[config.mk]
export PLATFORM = sky130hd
export DESIGN_NAME = intc_vec
export DESIGN_NICKNAME = d
export VERILOG_FILES = /design/src/rtl/intc_pkg.sv /design/src/rtl/intc_prio_enc.sv /design/src/rtl/intc_vec.sv
export SDC_FILE = /design/constraint.sdc
export NUM_CORES = 1
export LEC_CHECK = 0
export ABC_AREA = 1
export CORE_MARGIN = 2
export CORE_UTILIZATION = 47
export DETAILED_ROUTE_END_ITERATION = 8
export MAX_ROUTING_LAYER = met4
export PLACE_DENSITY = 0.89
export SLEW_MARGIN = 20
export SYNTH_ARGS = -nofsm -noshare
export SYNTH_HDL_FRONTEND = slang
export SYNTH_SLANG_ARGS = --single-unit
export TNS_END_PERCENT = 10
[constraint.sdc]
create_clock -name clk -period 3.35 [get_ports clk]
set_clock_uncertainty 0.05 [all_clocks]
set_input_delay 0.67 -clock clk [delete_from_list [all_inputs] [get_ports clk]]
set_output_delay 0.67 -clock clk [all_outputs]
set_load 0.02 [all_outputs]
[src/rtl/intc_pkg.sv]
// Shared definitions for the intc_vec vectored interrupt controller:
// register map, FSM state type and index-width helper.
package intc_pkg;

    localparam logic [1:0] INTC_MASK   = 2'd0;
    localparam logic [1:0] INTC_MODE   = 2'd1;
    localparam logic [1:0] INTC_PEND   = 2'd2;
    localparam logic [1:0] INTC_INSERV = 2'd3;

    typedef enum logic {
        IDLE,
        REQ
    } intc_state_e;

    // Width needed to hold a channel index; never zero so N=1 still yields a legal vector.
    function automatic int unsigned idx_w(input int unsigned n);
        return (n > 1) ? $clog2(n) : 1;
    endfunction

endpackage

[src/rtl/intc_prio_enc.sv]
// Lowest-index-wins priority encoder: idx is the lowest set bit of req, valid when any is set.
module intc_prio_enc
    import intc_pkg::*;
#(
    parameter  int unsigned N  = 8,
    localparam int unsigned IW = idx_w(N)
) (
    input  logic [N-1:0]  req,
    output logic          valid,
    output logic [IW-1:0] idx
);

    always_comb begin
        valid = |req;
        idx   = '0;
        // Scan downwards so the lowest set bit is the last one written.
        for (int i = int'(N) - 1; i >= 0; i--) begin
            if (req[i]) begin
                idx = IW'(i);
            end
        end
    end

endmodule

[src/rtl/intc_vec.sv]
// Vectored interrupt controller: mask/mode/pending/in-service tracking, fixed-priority
// arbitration and INTin/INTnum handshake. Define INTC_NEST_EN to allow strict preemption.
module intc_vec
    import intc_pkg::*;
#(
    parameter int unsigned N_CH     = 8,
    parameter int unsigned VEC_BASE = 0,
    parameter int unsigned VEC_W    = 32
) (
    input  logic             clk,
    input  logic             rst,
    input  logic [N_CH-1:0]  irq,
    output logic             INTin,
    output logic [VEC_W-1:0] INTnum,
    input  logic             int_ack,
    input  logic             int_eoi,
    input  logic             cfg_we,
    input  logic [1:0]       cfg_addr,
    input  logic [31:0]      cfg_wdata,
    output logic [31:0]      cfg_rdata
);

    localparam int unsigned IW = idx_w(N_CH);

    logic [N_CH-1:0]  mask_q, mask_d;
    logic [N_CH-1:0]  mode_q, mode_d;
    logic [N_CH-1:0]  pend_q, pend_d;
    logic [N_CH-1:0]  inserv_q, inserv_d;
    logic [N_CH-1:0]  irq_d;
    intc_state_e      state_q, state_d;
    logic [IW-1:0]    chan_q, chan_d;
    logic [VEC_W-1:0] intnum_q, intnum_d;

    logic [N_CH-1:0]  wdata;
    logic [N_CH-1:0]  pend;
    logic [N_CH-1:0]  eligible;
    logic [N_CH-1:0]  rise;
    logic [N_CH-1:0]  w1c_bits;
    logic [N_CH-1:0]  ack_bits;
    logic [N_CH-1:0]  eoi_bits;
    logic             win_valid;
    logic [IW-1:0]    win_idx;
    logic             ins_valid;
    logic [IW-1:0]    ins_idx;
    logic             allow;
    logic             ack;
    logic             unused_wdata;

    assign wdata        = cfg_wdata[N_CH-1:0];
    assign unused_wdata = ^cfg_wdata;

    // Edge channels keep a sticky bit; level channels just follow the registered line.
    assign pend     = (pend_q & mode_q) | (irq_d & ~mode_q);
    assign eligible = pend & mask_q & ~inserv_q;
    assign rise     = irq & ~irq_d;

    intc_prio_enc #(
        .N (N_CH)
    ) u_win (
        .req   (eligible),
        .valid (win_valid),
        .idx   (win_idx)
    );

    intc_prio_enc #(
        .N (N_CH)
    ) u_ins (
        .req   (inserv_q),
        .valid (ins_valid),
        .idx   (ins_idx)
    );

`ifdef INTC_NEST_EN
    assign allow = win_valid && (!ins_valid || (win_idx < ins_idx));
`else
    assign allow = win_valid && !ins_valid;
`endif

    assign ack      = (state_q == REQ) && int_ack;
    assign ack_bits = ack ? (N_CH'(1) << chan_q) : '0;
    assign eoi_bits = (int_eoi && ins_valid) ? (N_CH'(1) << ins_idx) : '0;
    assign w1c_bits = (cfg_we && (cfg_addr == INTC_PEND)) ? wdata : '0;

    always_comb begin
        mask_d = mask_q;
        mode_d = mode_q;
        if (cfg_we && (cfg_addr == INTC_MASK)) begin
            mask_d = wdata;
        end
        if (cfg_we && (cfg_addr == INTC_MODE)) begin
            mode_d = wdata;
        end
        // A new edge overrides both W1C and ack clears in the same cycle.
        pend_d   = ((pend_q & ~w1c_bits & ~ack_bits) | rise) & mode_q;
        // EOI retires the old lowest bit before ack adds the new one.
        inserv_d = (inserv_q & ~eoi_bits) | ack_bits;
    end

    always_comb begin
        state_d  = state_q;
        chan_d   = chan_q;
        intnum_d = intnum_q;
        unique case (state_q)
            IDLE: begin
                if (allow) begin
                    state_d  = REQ;
                    chan_d   = win_idx;
                    intnum_d = VEC_W'(VEC_BASE) + VEC_W'(win_idx);
                end
            end
            REQ: begin
                if (int_ack) begin
                    state_d = IDLE;
                end
            end
            default: state_d = IDLE;
        endcase
    end

    always_ff @(posedge clk or negedge rst) begin
        if (!rst) begin
            mask_q   <= '0;
            mode_q   <= '0;
            pend_q   <= '0;
            inserv_q <= '0;
            irq_d    <= '0;
            state_q  <= IDLE;
            chan_q   <= '0;
            intnum_q <= '0;
        end else begin
            mask_q   <= mask_d;
            mode_q   <= mode_d;
            pend_q   <= pend_d;
            inserv_q <= inserv_d;
            irq_d    <= irq;
            state_q  <= state_d;
            chan_q   <= chan_d;
            intnum_q <= intnum_d;
        end
    end

    assign INTin  = (state_q == REQ);
    assign INTnum = intnum_q;

    always_comb begin
        cfg_rdata = '0;
        unique case (cfg_addr)
            INTC_MASK:   cfg_rdata[N_CH-1:0] = mask_q;
            INTC_MODE:   cfg_rdata[N_CH-1:0] = mode_q;
            INTC_PEND:   cfg_rdata[N_CH-1:0] = pend;
            INTC_INSERV: cfg_rdata[N_CH-1:0] = inserv_q;
            default:     cfg_rdata = '0;
        endcase
    end

endmodule

==> flow_summary.yaml, run 1 <==
status:
  status: "completed"
timing:
  slew_viol_final: 0
  rsz0062_at_grt: "no"
  tightestPinTransition_ns: 0.558
  hold_viol: 0
  clock.fmax_mhz: 310
  setup_viol: 0
  finalCriticalPeriod_ns: 3.23
  period_share: 0.964
  tns_ns: 0
  slew_headroom: 0.628
synth:
  yosysTopAreaCell: "dfrtp_1"
  synth-seq-area-share: 0.398
  syn_area_per_cell_um2: 7.46
  synth_cell_types: 29
  synth_area_leaders: "dfrtp_1 (40%), nand2_1 (16%), buf_4 (14%)"
  syn_inst: 371
  yosysWarnings: 0
  netlist_area_um2: 2770
  ys_dominant_reg_cell: "dfrtp_1"
  async_flop_share: 1.00
  synth-edff-count: 0
  synth-seq-cells: 44
  synth_top_area_frac: 0.398
finish:
  final_common_cell: "nand2_1"
  antenna_cells: 0
  stdcell_count: 484
  multiInputGateArea_um2: 1240
  syn_to_final_growth_pct: 11.0
  seqCellArea_um2: 1100
  fillers: 528
  drive_gt1_frac: 0.0898
  nNetsFinal: 458
  mostFrequentLayoutCells: "nand2_1 (118), conb_1 (53), dfrtp_1 (44), inv_1 (43), clkdlybuf4s50_1 (33)"
setup_path:
  r2r_cells: 10
  cp_max_fo: 8
  required_ns: 2.63
  path_cells: "clkdlybuf4s50_1 -> nand2_1 -> o22ai_1 -> a21oi_1 -> nand2_1 -> clkdlybuf4s50_1"
  regToRegStartpoint: "mode_q[1]"
  critical_path.max_stage_delay_ns: 0.60
  r2r_slack_ns: 1.95
  r2r-end: "chan_q[0]"
  crit_buf_inv: 2
  path_class: "in2out"
  path_delay_family: "buffers and inverters"
  cp.arrival_ns: 2.51
  crit_slowest_cell: "clkdlybuf4s50_1"
  critPathLaunchType: "primary input"
  endpoint_kind: "output port"
global_route:
  grt_usage: 0.193
  grt-ovfl-total: 0
  grt_pass1_wl_um: 9340
  grt_antenna_before_repair: 0
  grt_max_degree: 45
  grt_pass1_vias: 2090
place:
  dpl.hpwl_um: 4260
  io_buffers: 34
  gp_congestion: 0.934
  dpl.cell_count: 476
routing:
  drt_wl_total_um: 5550
  num_vias: 2260
  drcViolationCount: 0
  firstDrtPassIters: 4
  wl_per_cell_um: 11.5
  first_iter_violations: 119
  via_per_inst: 4.67
  postRouteAntennaNets: 0
die:
  io_pins: 112
  rows: 27
  die_w_um: 80.7
  core_um2: 5610
  start_util: 0.494
  die_y_um: 80.7
  die-area_um2: 6520
clock_network:
  post_cts_buffers: 0
  clockBufferDepth: 2
  post_cts_resized: 0
  cts.sinks: 44
  cts_root_buffer: "clkbuf_8"
  path_clk_slew_ns: 0.08
  cts_tree: "yes"
  hold_buffers: 0
  h-tree-depth: 2
  cts_buffers: 5
  clk_latency_ns: 0.30
power_and_ir_drop:
  ir_worst_vdd_mv: 0.316
  power_density_nw_per_um2: 607
  p_leak_nw: 1.62
job:
  drv_cap: 0
worst_hold_path:
  hold_path_class: "in2async"
## registers in the layout, indices dropped and copies added (netlist names)
| name | count |
|---|---|
| chan_q | 3 |
| irq_d | 8 |
| mask_q | 8 |
| pend_q | 8 |
| inserv_q | 8 |
| mode_q | 8 |
| INTin | 1 |
## how the worst max path moves through the flow
| stage | end | cells past startpoint | startpoint | slack, ns |
|---|---|---|---|---|
| after global routing | cfg_rdata[6] | 6 | cfg_addr[0] | 0.02 |
| after floorplan | cfg_rdata[1] | 4 | cfg_addr[1] | 1.38 |
| after CTS | cfg_rdata[4] | 6 | cfg_addr[0] | 0.13 |
| after global placement | cfg_rdata[3] | 6 | cfg_addr[0] | 0.18 |
| after detailed placement | cfg_rdata[4] | 6 | cfg_addr[0] | 0.14 |
| final | cfg_rdata[4] | 6 | cfg_addr[0] | 0.12 |
## metrics by stage
stage	total power, W	util	instance area [um^2]	setup WS, ns	hold WS [ns]
floorplan	0.00134	-	2960	1.38	0.324
detailed placement	0.00152	0.531	2980	0.143	0.437
finish	0.00187	0.548	3070	0.121	0.302
CTS	0.00187	0.547	3070	0.132	0.455
global placement	0.00149	0.531	2980	0.178	0.431
global route	0.00201	0.548	3070	0.0168	0.354
## worst register-to-register path: cells and delay by family, from the launching register on
kind	cells	cell delay, ns
AOI/OAI and AO/OA	1	0.08
DFF	1	0.43
and+or+nand+nor	9	0.73
## final cells by class
| cell class | count | share of cell area |
|---|---|---|
| Timing Repair Buffer | 37 | 0.117 |
| Tap cell | 72 | 0.0293 |
| Multi-Input combinational cell | 273 | 0.404 |
| Clock buffer | 8 | 0.0293 |
| Inverter | 50 | 0.0611 |
| Sequential cell | 44 | 0.358 |
## power breakdown
part	total, W	leakage (nW)	switching [W]	internal (W)
sequential	0.000735	0.559	0.000101	0.000634
clock	0.000351	0.0455	0.000183	0.000168
combinational	0.000779	1.02	0.000492	0.000287
## kinds of logic after synthesis
kind of cell,synth area share
AO/OA/AOI/OAI,0.107
buffers and inverters,0.224
AND/OR/NAND/NOR,0.270
flip-flops,0.398
other,0.00135
## routing by layer
metal / global-route usage / routed length, um / vias up
met5: - / 0 / -
met4: 0.0712 / 82 / 0
met3: 0.0456 / 453 / 7
met2: 0.320 / 2670 / 100
met1: 0.232 / 2350 / 1028
li1: - / - / 1125
## cell usage after synthesis, types with 5 or more instances
cell / count
dfrtp_1: 44
nand2_1: 118
buf_4: 53
o21ai_1: 15
inv_2: 7
a21oi_1: 12
nand2_2: 9
inv_1: 43
o22ai_1: 5
nor2_1: 16
o21ai_0: 12
nand3_1: 12
(Power assumes the default switching activity.)
==> inputs of run 2 (changes only) <==
Settings changed: SLEW_MARGIN 20 to default.
==> run 2 against run 1 <==
Compared with the run above: sequential cell count did not move; final cell count did not move; global-route usage did not move; largest cell class unchanged.
==> flow_summary.yaml, run 2 (synthesized netlist as in run 1, its figures left out) <==
status:
  status: "completed"
setup_path:
  cp_max_fo: 8
  crit_path_start: "cfg_addr[0]"
  r2r-end: "chan_q[0]"
  critical_path.endpoint: "cfg_rdata[4]"
  r2r_cells: 10
  critPathLaunchType: "primary input"
  r2r_slack_ns: 1.95
  endpoint_kind: "output port"
  required_ns: 2.63
  regToRegStartpoint: "mode_q[1]"
  path_class: "in2out"
  cp.arrival_ns: 2.51
die:
  die_y_um: 80.7
  start_util: 0.494
  die-area_um2: 6520
  core_um2: 5610
  rows: 27
  die_w_um: 80.7
  io_pins: 112
routing:
  first_iter_violations: 119
  postRouteAntennaNets: 0
  drt_wl_total_um: 5550
  firstDrtPassIters: 4
  wl_per_cell_um: 11.5
  num_vias: 2258
  drcViolationCount: 0
  via_per_inst: 4.67
finish:
  mostFrequentLayoutCells: "nand2_1 (118), conb_1 (53), dfrtp_1 (44), inv_1 (43), clkdlybuf4s50_1 (33)"
  antenna_cells: 0
  syn_to_final_growth_pct: 10.9
  finish.instance_area_um2: 3070
  final_common_cell: "nand2_1"
  final_util: 0.547
  stdcell_count: 484
  nNetsFinal: 458
  drive_gt1_frac: 0.0898
power_and_ir_drop:
  power_density_nw_per_um2: 608
  switchingPower_w: 0.000776
  pwr-share-clk: 0.188
  p_comb_frac: 0.418
  ir_worst_vdd_mv: 0.316
  seqPwrFrac: 0.394
  switching_share: 0.416
  p_leak_nw: 1.62
  internal-power_w: 0.00109
clock_network:
  post_cts_resized: 0
  path_clk_slew_ns: 0.08
  cts_tree: "yes"
  clockBufferDepth: 2
  clk_latency_ns: 0.30
  cts_root_buffer: "clkbuf_8"
  hold_buffers: 0
  post_cts_buffers: 0
  cts.sinks: 44
  h-tree-depth: 2
  cts_buffers: 5
timing:
  clock.fmax_mhz: 310
  slew_viol_final: 0
  hold_viol: 0
  slew_headroom: 0.350
  finalCriticalPeriod_ns: 3.23
  tightestPinTransition_ns: 0.975
  rsz0062_at_grt: "no"
  tns_ns: 0
  period_share: 0.964
  setup_viol: 0
global_route:
  grt-ovfl-total: 0
  grt_antenna_before_repair: 0
  grt_usage: 0.193
  grt_pass1_wl_um: 9340
  grt_pass1_vias: 2090
  grt_max_degree: 45
place:
  dpl.hpwl_um: 4260
  dpl_cell_area_um2: 2980
  dpl.cell_count: 476
  gp_congestion: 0.934
  io_buffers: 34
worst_hold_path:
  hold_path_class: "reg2reg"
job:
  drv_cap: 0
[run 2: cell count changes in the layout (fill, tap and decap cells not counted)]
cell   before  now
buf_2       0    1
buf_4       4    3
[run 2: worst min path at each step]
stage / from / to / depth (start not counted)
6_report: inserv_q[4] / inserv_q[4] / 2
5_1_grt: inserv_q[7] / inserv_q[7] / 2
4_1_cts: inserv_q[4] / inserv_q[4] / 2
3_5_place_dp: inserv_q[4] / inserv_q[4] / 2
3_3_place_gp: inserv_q[4] / inserv_q[4] / 2
2_1_floorplan: rst / INTin / 0
[run 2: layout make-up]
class | instances | area, um^2
timing repair buffer | 37 | 358
sequential | 44 | 1100
multi-input combinational | 273 | 1240
clock buffer | 8 | 90.1
fill | 529 | 2540
tap | 72 | 90.1
inverter | 50 | 188
[run 2: power by group through the flow]
stage	Combinational, W	Sequential [W]	Clock, W
global placement	0.000753	0.000739	0
global route	0.000880	0.000752	0.000377
finish	0.000779	0.000735	0.000351
detailed placement	0.000776	0.000747	0
CTS	0.000779	0.000736	0.000354
floorplan	0.000589	0.000746	0
[run 2: metrics by stage]
stage                     setup slack (ns)  power, W  hold slack, ns
after global placement               0.178   0.00149           0.431
after floorplan                       1.38   0.00134           0.324
after CTS                            0.132   0.00187           0.455
after global routing                0.0168   0.00201           0.482
after detailed placement             0.143   0.00152           0.437
final                                0.121   0.00187           0.454
[run 2: worst max-delay path, cell delays in order]
cell and delay [ns]:
clkdlybuf4s50_1 0.58, nand2_1 0.26, o22ai_1 0.25, a21oi_1 0.06, nand2_1 0.08, clkdlybuf4s50_1 0.60
[run 2: layer usage]
| metal | up-vias | track usage | part of all wire | wire length (um) |
|---|---|---|---|---|
| met4 | 0 | 0.0712 | 0.015 | 82 |
| li1 | 1125 | - | - | - |
| met5 | - | - | 0 | 0 |
| met1 | 1029 | 0.232 | 0.42 | 2360 |
| met2 | 97 | 0.320 | 0.48 | 2670 |
| met3 | 7 | 0.0456 | 0.079 | 441 |
